File: src/rtl/bist_pkg.sv
// Shared definitions for the BIST measurement blocks.
//   - FSM state encoding used by freq_meter
//   - nominal system clock frequency
package bist_pkg;

  // Nominal system clock frequency in Hz.
  localparam int unsigned CLK_HZ = 100_000_000;

  // Measurement FSM state encoding.
  localparam int unsigned STATE_W = 2;
  localparam logic [STATE_W-1:0] IDLE = 2'd0;
  localparam logic [STATE_W-1:0] ARM  = 2'd1;
  localparam logic [STATE_W-1:0] GATE = 2'd2;
  localparam logic [STATE_W-1:0] DONE = 2'd3;

endpackage : bist_pkg

File: src/rtl/sync_edge_detect.sv
// Brings an asynchronous level into the clk domain and flags its rising edges.
// Ports:
//   clk    - sampling clock
//   rst    - asynchronous, active-high reset
//   din    - asynchronous input level
//   rise_c - combinational one-cycle pulse on each synchronised rising edge
module sync_edge_detect (
  input  logic clk,
  input  logic rst,
  input  logic din,
  output logic rise_c
);

  logic meta;
  logic sync;
  logic hist;

  // Two-stage synchroniser followed by a one-cycle history register.
  always_ff @(posedge clk or posedge rst) begin
    if (rst) begin
      meta <= 1'b0;
      sync <= 1'b0;
      hist <= 1'b0;
    end else begin
      meta <= din;
      sync <= meta;
      hist <= sync;
    end
  end

  // High for exactly one cycle when the synchronised level goes 0 -> 1.
  assign rise_c = sync & ~hist;

endmodule : sync_edge_detect

File: src/rtl/freq_meter.sv
// Gated frequency / period meter for a slow asynchronous square wave.
// After start it waits for an anchor rising edge, then counts rising edges
// over GATE_CYCLES clk cycles, captures the first full period and reports a
// pass/fail verdict against [EXP_MIN, EXP_MAX].
// Ports:
//   clk        - system clock
//   rst        - asynchronous, active-high reset
//   sig_in     - asynchronous signal under test
//   start      - one-cycle request, honoured only when idle
//   busy       - measurement in progress (ARM, GATE and DONE cycles)
//   done       - one-cycle pulse when results update
//   freq_count - rising edges seen in the gate window (saturating)
//   period     - clk cycles between the anchor and the next edge
//                (all-ones when no edge follows the anchor in the window)
//   pass       - edge count within range and no timeout
//   timeout    - no anchor edge arrived within TIMEOUT_CYCLES
module freq_meter
  import bist_pkg::*;
#(
  parameter int unsigned GATE_CYCLES    = 100_000_000,
  parameter int unsigned TIMEOUT_CYCLES = 200_000_000,
  parameter int unsigned CNT_W          = 27,
  parameter int unsigned PER_W          = 28,
  parameter int unsigned EXP_MIN        = 1,
  parameter int unsigned EXP_MAX        = 1
) (
  input  logic             clk,
  input  logic             rst,
  input  logic             sig_in,
  input  logic             start,
  output logic             busy,
  output logic             done,
  output logic [CNT_W-1:0] freq_count,
  output logic [PER_W-1:0] period,
  output logic             pass,
  output logic             timeout
);

  localparam int unsigned GATE_W = $clog2(GATE_CYCLES + 1);
  localparam int unsigned TMR_W  = $clog2(TIMEOUT_CYCLES + 1);

  localparam logic [GATE_W-1:0] GATE_LAST = GATE_W'(GATE_CYCLES - 1);
  localparam logic [TMR_W-1:0]  TMR_LAST  = TMR_W'(TIMEOUT_CYCLES - 1);
  localparam logic [CNT_W-1:0]  CNT_MAX   = '1;
  localparam logic [PER_W-1:0]  PER_MAX   = '1;

  logic [STATE_W-1:0] state;
  logic [STATE_W-1:0] state_next;

  logic rise_c;

  logic [TMR_W-1:0]  timer,    timer_nxt;
  logic [GATE_W-1:0] gate_cnt, gate_nxt;
  logic [CNT_W-1:0]  edge_cnt, edge_nxt;
  logic [PER_W-1:0]  per_cnt,  per_nxt;
  logic [PER_W-1:0]  per_cap,  cap_nxt;
  logic              per_lock, lock_nxt;

  logic             busy_nxt;
  logic             done_nxt;
  logic [CNT_W-1:0] freq_nxt;
  logic [PER_W-1:0] period_nxt;
  logic             pass_nxt;
  logic             timeout_nxt;

  sync_edge_detect u_sync (
    .clk    (clk),
    .rst    (rst),
    .din    (sig_in),
    .rise_c (rise_c)
  );

  // State register.
  always_ff @(posedge clk or posedge rst) begin
    if (rst) begin
      state <= IDLE;
    end else begin
      state <= state_next;
    end
  end

  // Next-state logic. An edge in ARM wins over a simultaneous timer expiry.
  always_comb begin
    state_next = state;
    case (state)
      IDLE: begin
        if (start) begin
          state_next = ARM;
        end
      end
      ARM: begin
        if (rise_c) begin
          state_next = GATE;
        end else if (timer == TMR_LAST) begin
          state_next = DONE;
        end
      end
      GATE: begin
        if (gate_cnt == GATE_LAST) begin
          state_next = DONE;
        end
      end
      DONE: begin
        state_next = IDLE;
      end
    endcase
  end

  // Counter and result next values; results are loaded on entry to DONE so
  // they are already valid during the done pulse.
  always_comb begin
    timer_nxt   = timer;
    gate_nxt    = gate_cnt;
    edge_nxt    = edge_cnt;
    per_nxt     = per_cnt;
    cap_nxt     = per_cap;
    lock_nxt    = per_lock;
    freq_nxt    = freq_count;
    period_nxt  = period;
    pass_nxt    = pass;
    timeout_nxt = timeout;

    case (state)
      IDLE: begin
        if (start) begin
          timer_nxt   = '0;
          gate_nxt    = '0;
          edge_nxt    = '0;
          per_nxt     = '0;
          cap_nxt     = '0;
          lock_nxt    = 1'b0;
          timeout_nxt = 1'b0;
        end
      end

      ARM: begin
        timer_nxt = timer + TMR_W'(1);
        if (rise_c) begin
          // Anchor edge: not counted; period defaults to "longer than window".
          gate_nxt = '0;
          edge_nxt = '0;
          per_nxt  = '0;
          cap_nxt  = PER_MAX;
          lock_nxt = 1'b0;
        end else if (timer == TMR_LAST) begin
          timeout_nxt = 1'b1;
          freq_nxt    = '0;
          period_nxt  = '0;
          pass_nxt    = 1'b0;
        end
      end

      GATE: begin
        gate_nxt = gate_cnt + GATE_W'(1);

        if (rise_c && (edge_cnt != CNT_MAX)) begin
          edge_nxt = edge_cnt + CNT_W'(1);
        end

        // The first edge after the anchor closes the period measurement.
        if (!per_lock) begin
          if (rise_c) begin
            cap_nxt  = (per_cnt == PER_MAX) ? PER_MAX : per_cnt + PER_W'(1);
            lock_nxt = 1'b1;
          end else if (per_cnt != PER_MAX) begin
            per_nxt = per_cnt + PER_W'(1);
          end
        end

        if (gate_cnt == GATE_LAST) begin
          freq_nxt   = edge_nxt;
          period_nxt = cap_nxt;
          pass_nxt   = (32'(edge_nxt) >= EXP_MIN) && (32'(edge_nxt) <= EXP_MAX);
        end
      end

      DONE: begin
      end
    endcase

    busy_nxt = (state_next != IDLE);
    done_nxt = (state_next == DONE);
  end

  // Counter registers.
  always_ff @(posedge clk or posedge rst) begin
    if (rst) begin
      timer    <= '0;
      gate_cnt <= '0;
      edge_cnt <= '0;
      per_cnt  <= '0;
      per_cap  <= '0;
      per_lock <= 1'b0;
    end else begin
      timer    <= timer_nxt;
      gate_cnt <= gate_nxt;
      edge_cnt <= edge_nxt;
      per_cnt  <= per_nxt;
      per_cap  <= cap_nxt;
      per_lock <= lock_nxt;
    end
  end

  // Output registers.
  always_ff @(posedge clk or posedge rst) begin
    if (rst) begin
      busy       <= 1'b0;
      done       <= 1'b0;
      freq_count <= '0;
      period     <= '0;
      pass       <= 1'b0;
      timeout    <= 1'b0;
    end else begin
      busy       <= busy_nxt;
      done       <= done_nxt;
      freq_count <= freq_nxt;
      period     <= period_nxt;
      pass       <= pass_nxt;
      timeout    <= timeout_nxt;
    end
  end

endmodule : freq_meter

File: config.mk
export PLATFORM = sky130hd
export DESIGN_NAME = freq_meter
export DESIGN_NICKNAME = d
export VERILOG_FILES = /design/src/rtl/bist_pkg.sv /design/src/rtl/sync_edge_detect.sv /design/src/rtl/freq_meter.sv
export SDC_FILE = /design/constraint.sdc
export NUM_CORES = 1
export LEC_CHECK = 0
export CAP_MARGIN = 0
export CORE_MARGIN = 1
export CORE_UTILIZATION = 54
export DETAILED_ROUTE_END_ITERATION = 12
export PLACE_DENSITY = 0.76
export SYNTH_ARGS = -nofsm -noshare
export SYNTH_HDL_FRONTEND = slang
export SYNTH_SLANG_ARGS = --single-unit
File: constraint.sdc
create_clock -name clk -period 6.9 [get_ports clk]
set_input_delay 1.035 -clock clk [delete_from_list [all_inputs] [get_ports clk]]
set_output_delay 1.035 -clock clk [all_outputs]
set_load 0.01 [all_outputs]
==> impl_metrics.env, run 1 <==
export IMPL_drv_slew=0
export IMPL_coreArea_um2=18800
export IMPL_ys_warn_count=0
export IMPL_area_growth_pct=13.6
export IMPL_total_power_mw=3.73
export IMPL_grtUsageTotal=0.243
export IMPL_std_cell_rows=50
export IMPL_clk_latency_ns=0.50
export IMPL_synthMuxAreaShare=0.0172
export IMPL_dpl_hpwl_um=15200
export IMPL_clock_power_share=0.315
export IMPL_firstDrtPassIters=6
export IMPL_synthArstFlopShare=1.00
export IMPL_overflow=0
export IMPL_post_cts_resized=0
export IMPL_drive_above_1_share=0.0658
export IMPL_dieWidth_um=141
export IMPL_p_leak_nw=5.06
export IMPL_outcome="complete, no violations"
export IMPL_worstMarginPinSlew_ns=0.953
export IMPL_yosysSeqAreaShare=0.486
export IMPL_worstPathArrival_ns=4.14
export IMPL_grt_max_degree=142
export IMPL_ant_nets=0
export IMPL_worst_setup_path_type="in2reg"
export IMPL_grt_pass1_wl_um=39500
export IMPL_synth_adder_area_share=0.00957
export IMPL_cp_slowest_cell="or4_1"
export IMPL_maxCapViolCount=0
export IMPL_final_nets=1182
export IMPL_final_area_um2=11900
export IMPL_r2r_start="per_cnt[0]"
export IMPL_combPwrFrac=0.305
export IMPL_synth_simple_gate_area_frac=0.221
export IMPL_hold_path_class="reg2reg"
export IMPL_cp_max_fo=25
export IMPL_drt_iter0_drc=470
export IMPL_path_cells="clkdlybuf4s50_1, nor2b_1, a211oi_2, buf_4, nand2_1, or4_1, a31oi_1, o21ai_0, o21ai_0"
export IMPL_peakVddDrop_mv=0.191
export IMPL_die_h_um=141
export IMPL_ys_types=61
export IMPL_p_per_area_nw_per_um2=314
export IMPL_io_buffers=62
export IMPL_seqPwrFrac=0.380
export IMPL_holdCritStartpoint="u_sync.meta"
export IMPL_grt_pass1_vias=8010
export IMPL_syn_area_um2=10500
export IMPL_fmax_ghz=0.270
export IMPL_fin_crit_sh=0.537
export IMPL_finalNonFillerCells=1445
export IMPL_crit_family="simple AND/OR/NAND/NOR gates"
export IMPL_antenna_found_initial=0
export IMPL_synth_xor_area_frac=0.0779
export IMPL_synth_compound_area_frac=0.150
export IMPL_drt_total_wl_um=23300
export IMPL_post_cts_buffers=0
export IMPL_placed_area_um2=11200
export IMPL_power_switching_mw=1.34
export IMPL_place_congestion=0.886
export IMPL_via_count=8335
export IMPL_postSynthAreaPerCell_um2=9.07
export IMPL_syn_inst=1153
export IMPL_synth_top_family_by_area="simple AND/OR/NAND/NOR gates"
export IMPL_path_clk_slew_ns=0.06
export IMPL_worstPathRequired_ns=7.33
export IMPL_p_sw_frac=0.359
export IMPL_maxSlewHeadroom=0.365
export IMPL_max_stage_delay_ns=1.01
export IMPL_endpoint_kind="register"
export IMPL_clock_sinks=203
export IMPL_die_area_um2=19900
export IMPL_syn_nets=1165
export IMPL_synth_edf_count=0
export IMPL_ctsHoldBuffers=0
export IMPL_vias_per_cell=5.77
export IMPL_critPathBufInv=2
export IMPL_setup_worst_path_start_class="input pin"
export IMPL_drc=0
export IMPL_finalSetupViolCount=0
export IMPL_cts_tree="yes"
export IMPL_cts_buffers=22
export IMPL_critPathLaunch="start"
export IMPL_fin_skew_ns=0.0147
export IMPL_finalSetupTns_ns=0
export IMPL_layout_min_cycle_time_ns=3.71
export IMPL_insertedDiodeCount=0
export IMPL_cts_root_buf="clkbuf_16"
export IMPL_ys_ff_latch=203
export IMPL_ios=63
export IMPL_initial_core_util=0.555
export IMPL_wire_per_inst_um=16.1
export IMPL_dp_cells=1406
export IMPL_hold_violations=0
export IMPL_clockBufferDepth=3
export IMPL_cp_common_cell="o21ai_0"
export IMPL_ys_flop_type="dfrtp_1"
export IMPL_rsz0062_at_grt="false"
export IMPL_h_tree_depth=1
export IMPL_p_int_mw=2.39
## logic make-up after synthesis
kind of cell             after synthesis
AO/OA/AOI/OAI                        259
multiplexers                          17
XOR/XNOR                              93
adder cells (fa/ha/maj)                8
buffers and inverters                 95
flip-flops                           203
AND/OR/NAND/NOR                      478
## power groups by stage
stage	Combinational [mW]	Clock, mW	Sequential [mW]
2_1_floorplan	0.770	0	1.44
3_3_place_gp	1.11	0	1.43
3_5_place_dp	1.14	0	1.43
4_1_cts	1.14	1.19	1.41
5_1_grt	1.27	1.24	1.43
6_report	1.14	1.17	1.41
## stage by stage
stage,hold slack (ns),setup WS [ns],utilization
after detailed placement,0.335,2.70,0.592
after CTS,0.350,3.24,0.631
after global placement,0.353,2.82,0.592
after global routing,0.372,3.00,0.631
after floorplan,0.331,0.326,-
final,0.345,3.19,0.631
## path summary, 6_finish.rpt
path	slack (ns)	cells after the start	to
worst max-delay path	3.19	9	per_cnt[26]
worst min-delay path	0.34	0	u_sync.sync
max in group asynchronous	4.36	3	timer[26]
worst min register to register	0.34	0	u_sync.sync
worst max register to register	3.27	9	per_cnt[26]
min in group asynchronous	1.17	2	period[27]
## area by class of cell
class	count	area, um^2
fill	1603	6950
sequential	203	5080
multi-input combinational	855	4990
timing repair buffer	70	681
clock buffer	32	659
tap	260	325
inverter	18	75.1
clock inverter	7	70.1
## state kept, by name, indices dropped and copies added, names as in the netlist, 2 cells and up
name and count:
freq_count 27, state 2, timer 28, gate_cnt 27
per_cnt 28, period 28, per_cap 28, edge_cnt 27
## cells in the final DEF, fill, tap and decap left out, drive strengths merged, types with 2 or more instances in the layout
master,n
a22o,11
inv,18
a21bo,4
nor3b,2
dfrtp,203
o22ai,6
o31ai,17
nand3,60
nor4,12
nand4,26
and2,9
nand2b,4
nor2,104
a32o,2
o211ai,9
xnor2,44
and4,10
a31oi,8
nor3,32
ha,8
buf,8
a21oi,26
mux2i,9
clkdlybuf4s50,62
mux2,8
or3,12
xor2,49
a211oi,5
nor2b,4
clkinv,5
o21ai,144
o221ai,6
nand2,175
clkbuf,32
and3,22
a21boi,3
nor4b,3
a31o,2
a21o,10
## synthesized netlist by cell type (4+ instances only)
| library cell | number | area share |
|---|---|---|
| a21bo_2 | 4 | 0.0038 |
| a21oi_1 | 26 | 0.012 |
| nor3_1 | 31 | 0.015 |
| xor2_1 | 49 | 0.041 |
| nor2b_1 | 4 | 0.0024 |
| mux2_2 | 8 | 0.0086 |
| and2_1 | 9 | 0.0054 |
| o22ai_1 | 6 | 0.0036 |
| nand2b_1 | 4 | 0.0024 |
| dfrtp_1 | 203 | 0.49 |
| buf_1 | 9 | 0.0032 |
| nand2_1 | 175 | 0.063 |
| nor2_1 | 102 | 0.037 |
| xnor2_1 | 44 | 0.037 |
| nor4_1 | 7 | 0.0042 |
| o211ai_1 | 9 | 0.0065 |
| and4_1 | 10 | 0.0084 |
| o21ai_0 | 120 | 0.057 |
| a21o_1 | 10 | 0.0072 |
| o21ai_1 | 24 | 0.011 |
| nand3_1 | 59 | 0.028 |
| inv_1 | 18 | 0.0065 |
| clkbuf_1 | 47 | 0.017 |
| a211oi_1 | 4 | 0.0029 |
| buf_2 | 16 | 0.0077 |
| mux2i_1 | 9 | 0.0086 |
| o31ai_1 | 17 | 0.012 |
| and3_1 | 22 | 0.013 |
| a31oi_1 | 7 | 0.0042 |
| o221ai_1 | 6 | 0.0050 |
| or3_1 | 12 | 0.0072 |
| ha_1 | 8 | 0.0096 |
| nand4_1 | 23 | 0.014 |
| a22o_1 | 11 | 0.0092 |
## layer usage
layer | vias up | global-route usage | part of all wire
li1 | 4064 | - | -
met1 | 4006 | 0.336 | 0.46
met2 | 223 | 0.399 | 0.47
met3 | 42 | 0.0329 | 0.050
met4 | 0 | 0.0767 | 0.022
met5 | - | 0 | 0
Note: power is estimated with default switching activity, not from simulation.
==> run 2, diff against run 1 <==
--- a/config.mk
+++ b/config.mk
@@ -7,9 +7,9 @@
 export LEC_CHECK = 0
 export CAP_MARGIN = 0
 export CORE_MARGIN = 1
-export CORE_UTILIZATION = 54
+export CORE_UTILIZATION = 57
 export DETAILED_ROUTE_END_ITERATION = 12
-export PLACE_DENSITY = 0.76
+export PLACE_DENSITY = 0.77
 export SYNTH_ARGS = -nofsm -noshare
 export SYNTH_HDL_FRONTEND = slang
 export SYNTH_SLANG_ARGS = --single-unit
==> constraint.sdc (replaced) <==
create_clock -name clk -period 3.5 [get_ports clk]
set_input_delay 0.525 -clock clk [delete_from_list [all_inputs] [get_ports clk]]
set_output_delay 0.525 -clock clk [all_outputs]
set_load 0.01 [all_outputs]
==> impl_metrics.env, run 2 (synthesis gave the netlist of run 1 again) <==
export IMPL_finalSetupViolCount=0
export IMPL_fin_hold_ws_ns=0.359
export IMPL_layout_min_cycle_time_ns=3.02
export IMPL_crit_family="simple AND/OR/NAND/NOR gates"
export IMPL_grtUsageTotal=0.260
export IMPL_cp_depth=8
export IMPL_rsz0062_at_grt="false"
export IMPL_clockBufferDepth=3
export IMPL_die_area_um2=18900
export IMPL_firstDrtPassIters=5
export IMPL_ctsHoldBuffers=0
export IMPL_dpl_worst_slack_ns=0.485
export IMPL_h_tree_depth=1
export IMPL_worstPathArrival_ns=3.46
export IMPL_std_cell_rows=49
export IMPL_fmax_ghz=0.331
export IMPL_reg2reg_depth=8
export IMPL_fin_crit_sh=0.864
export IMPL_final_cell_mix="dfrtp_1, nand2_1, o21ai_0"
export IMPL_dieWidth_um=137
export IMPL_dp_cells=1386
export IMPL_dpl_hpwl_um=15200
export IMPL_clock_power_share=0.311
export IMPL_grt_max_degree=134
export IMPL_seqPwrFrac=0.374
export IMPL_hold_violations=0
export IMPL_insertedDiodeCount=0
export IMPL_combPwrFrac=0.314
export IMPL_grt_pass1_vias=7975
export IMPL_final_common_cell="dfrtp_1"
export IMPL_cts_buffers=22
export IMPL_wire_per_inst_um=16.4
export IMPL_cts_tree="yes"
export IMPL_drv_slew=0
export IMPL_hold_path_class="reg2reg"
export IMPL_drt_iter0_drc=661
export IMPL_finalNonFillerCells=1424
export IMPL_setup_worst_path_start_class="register"
export IMPL_initial_core_util=0.582
export IMPL_p_sw_frac=0.361
export IMPL_critPathBufInv=0
export IMPL_cp_max_fo=15
export IMPL_via_count=8374
export IMPL_drive_above_1_share=0.0745
export IMPL_place_congestion=0.890
export IMPL_drt_total_wl_um=23300
export IMPL_endpoint_kind="register"
export IMPL_io_buffers=62
export IMPL_antenna_found_initial=0
export IMPL_max_stage_delay_ns=0.59
export IMPL_worstPathRequired_ns=3.94
export IMPL_setup_slack_ns=0.476
export IMPL_hold_path_depth=0
export IMPL_ios=63
export IMPL_coreArea_um2=18000
export IMPL_post_cts_resized=0
export IMPL_final_area_um2=11900
export IMPL_outcome="complete, no violations"
export IMPL_fin_util=0.664
export IMPL_ant_nets=0
export IMPL_p_per_area_nw_per_um2=625
export IMPL_placed_area_um2=11200
export IMPL_p_int_mw=4.76
export IMPL_grt_pass1_wl_um=39200
export IMPL_cp_slowest_cell="dfrtp_1"
export IMPL_post_cts_buffers=0
export IMPL_maxSlewHeadroom=0.406
export IMPL_die_h_um=137
export IMPL_finalSetupTns_ns=0
export IMPL_vias_per_cell=5.88
export IMPL_maxCapViolCount=0
export IMPL_final_nets=1193
export IMPL_worstMarginPinSlew_ns=0.891
export IMPL_fin_skew_ns=0.0119
export IMPL_overflow=0
export IMPL_power_switching_mw=2.69
export IMPL_drc=0
export IMPL_path_cells="nand4_4, nor4_4, a31oi_2, nand3_2, nor2_2, or3_1, a2111oi_2, a32o_1"
export IMPL_path_clk_slew_ns=0.06
export IMPL_cts_root_buf="clkbuf_16"
export IMPL_total_power_mw=7.45
export IMPL_worst_setup_path_type="reg2reg"
export IMPL_area_growth_pct=14.1
export IMPL_clk_latency_ns=0.50
export IMPL_clock_sinks=203
export IMPL_peakVddDrop_mv=0.538
export IMPL_p_leak_nw=5.11
## run 2: cell count changes in the layout (fill, tap and decap cells not counted), sizes merged
cell	before	now
buf	8	19
clkbuf	32	30
clkinv	5	4
clkinvlp	1	3
## run 2: final timing paths
path	endpoint	slack, ns	start
max	pass	0.48	edge_cnt[4]
max reg2reg	pass	0.48	edge_cnt[4]
min in group asynchronous	freq_count[3]	0.54	rst
min reg2reg	u_sync.sync	0.36	u_sync.meta
min	u_sync.sync	0.36	u_sync.meta
max in group asynchronous	timer[0]	2.20	rst
## run 2: area by class of cell
class,count,area [um^2]
sequential,203,5080
tap,229,287
clock inverter,8,73.8
timing repair buffer,81,776
fill,1473,6040
clock buffer,30,652
inverter,18,71.3
multi-input combinational,855,4990
## run 2: metal layers
metal  vias to the layer above  track usage  share of wire
met3                        36       0.0357          0.045
li1                       4084            -              -
met2                       222        0.427           0.48
met5                         -            0              0
met4                         0       0.0800          0.023
met1                      4032        0.356           0.46
## run 2: power groups by stage
| stage | Clock (mW) | Sequential, mW | Combinational (mW) |
|---|---|---|---|
| 3_3_place_gp | 0 | 2.82 | 2.29 |
| 4_1_cts | 2.36 | 2.79 | 2.35 |
| 2_1_floorplan | 0 | 2.84 | 1.52 |
| 3_5_place_dp | 0 | 2.83 | 2.33 |
| 5_1_grt | 2.45 | 2.83 | 2.60 |
| 6_report | 2.32 | 2.79 | 2.34 |
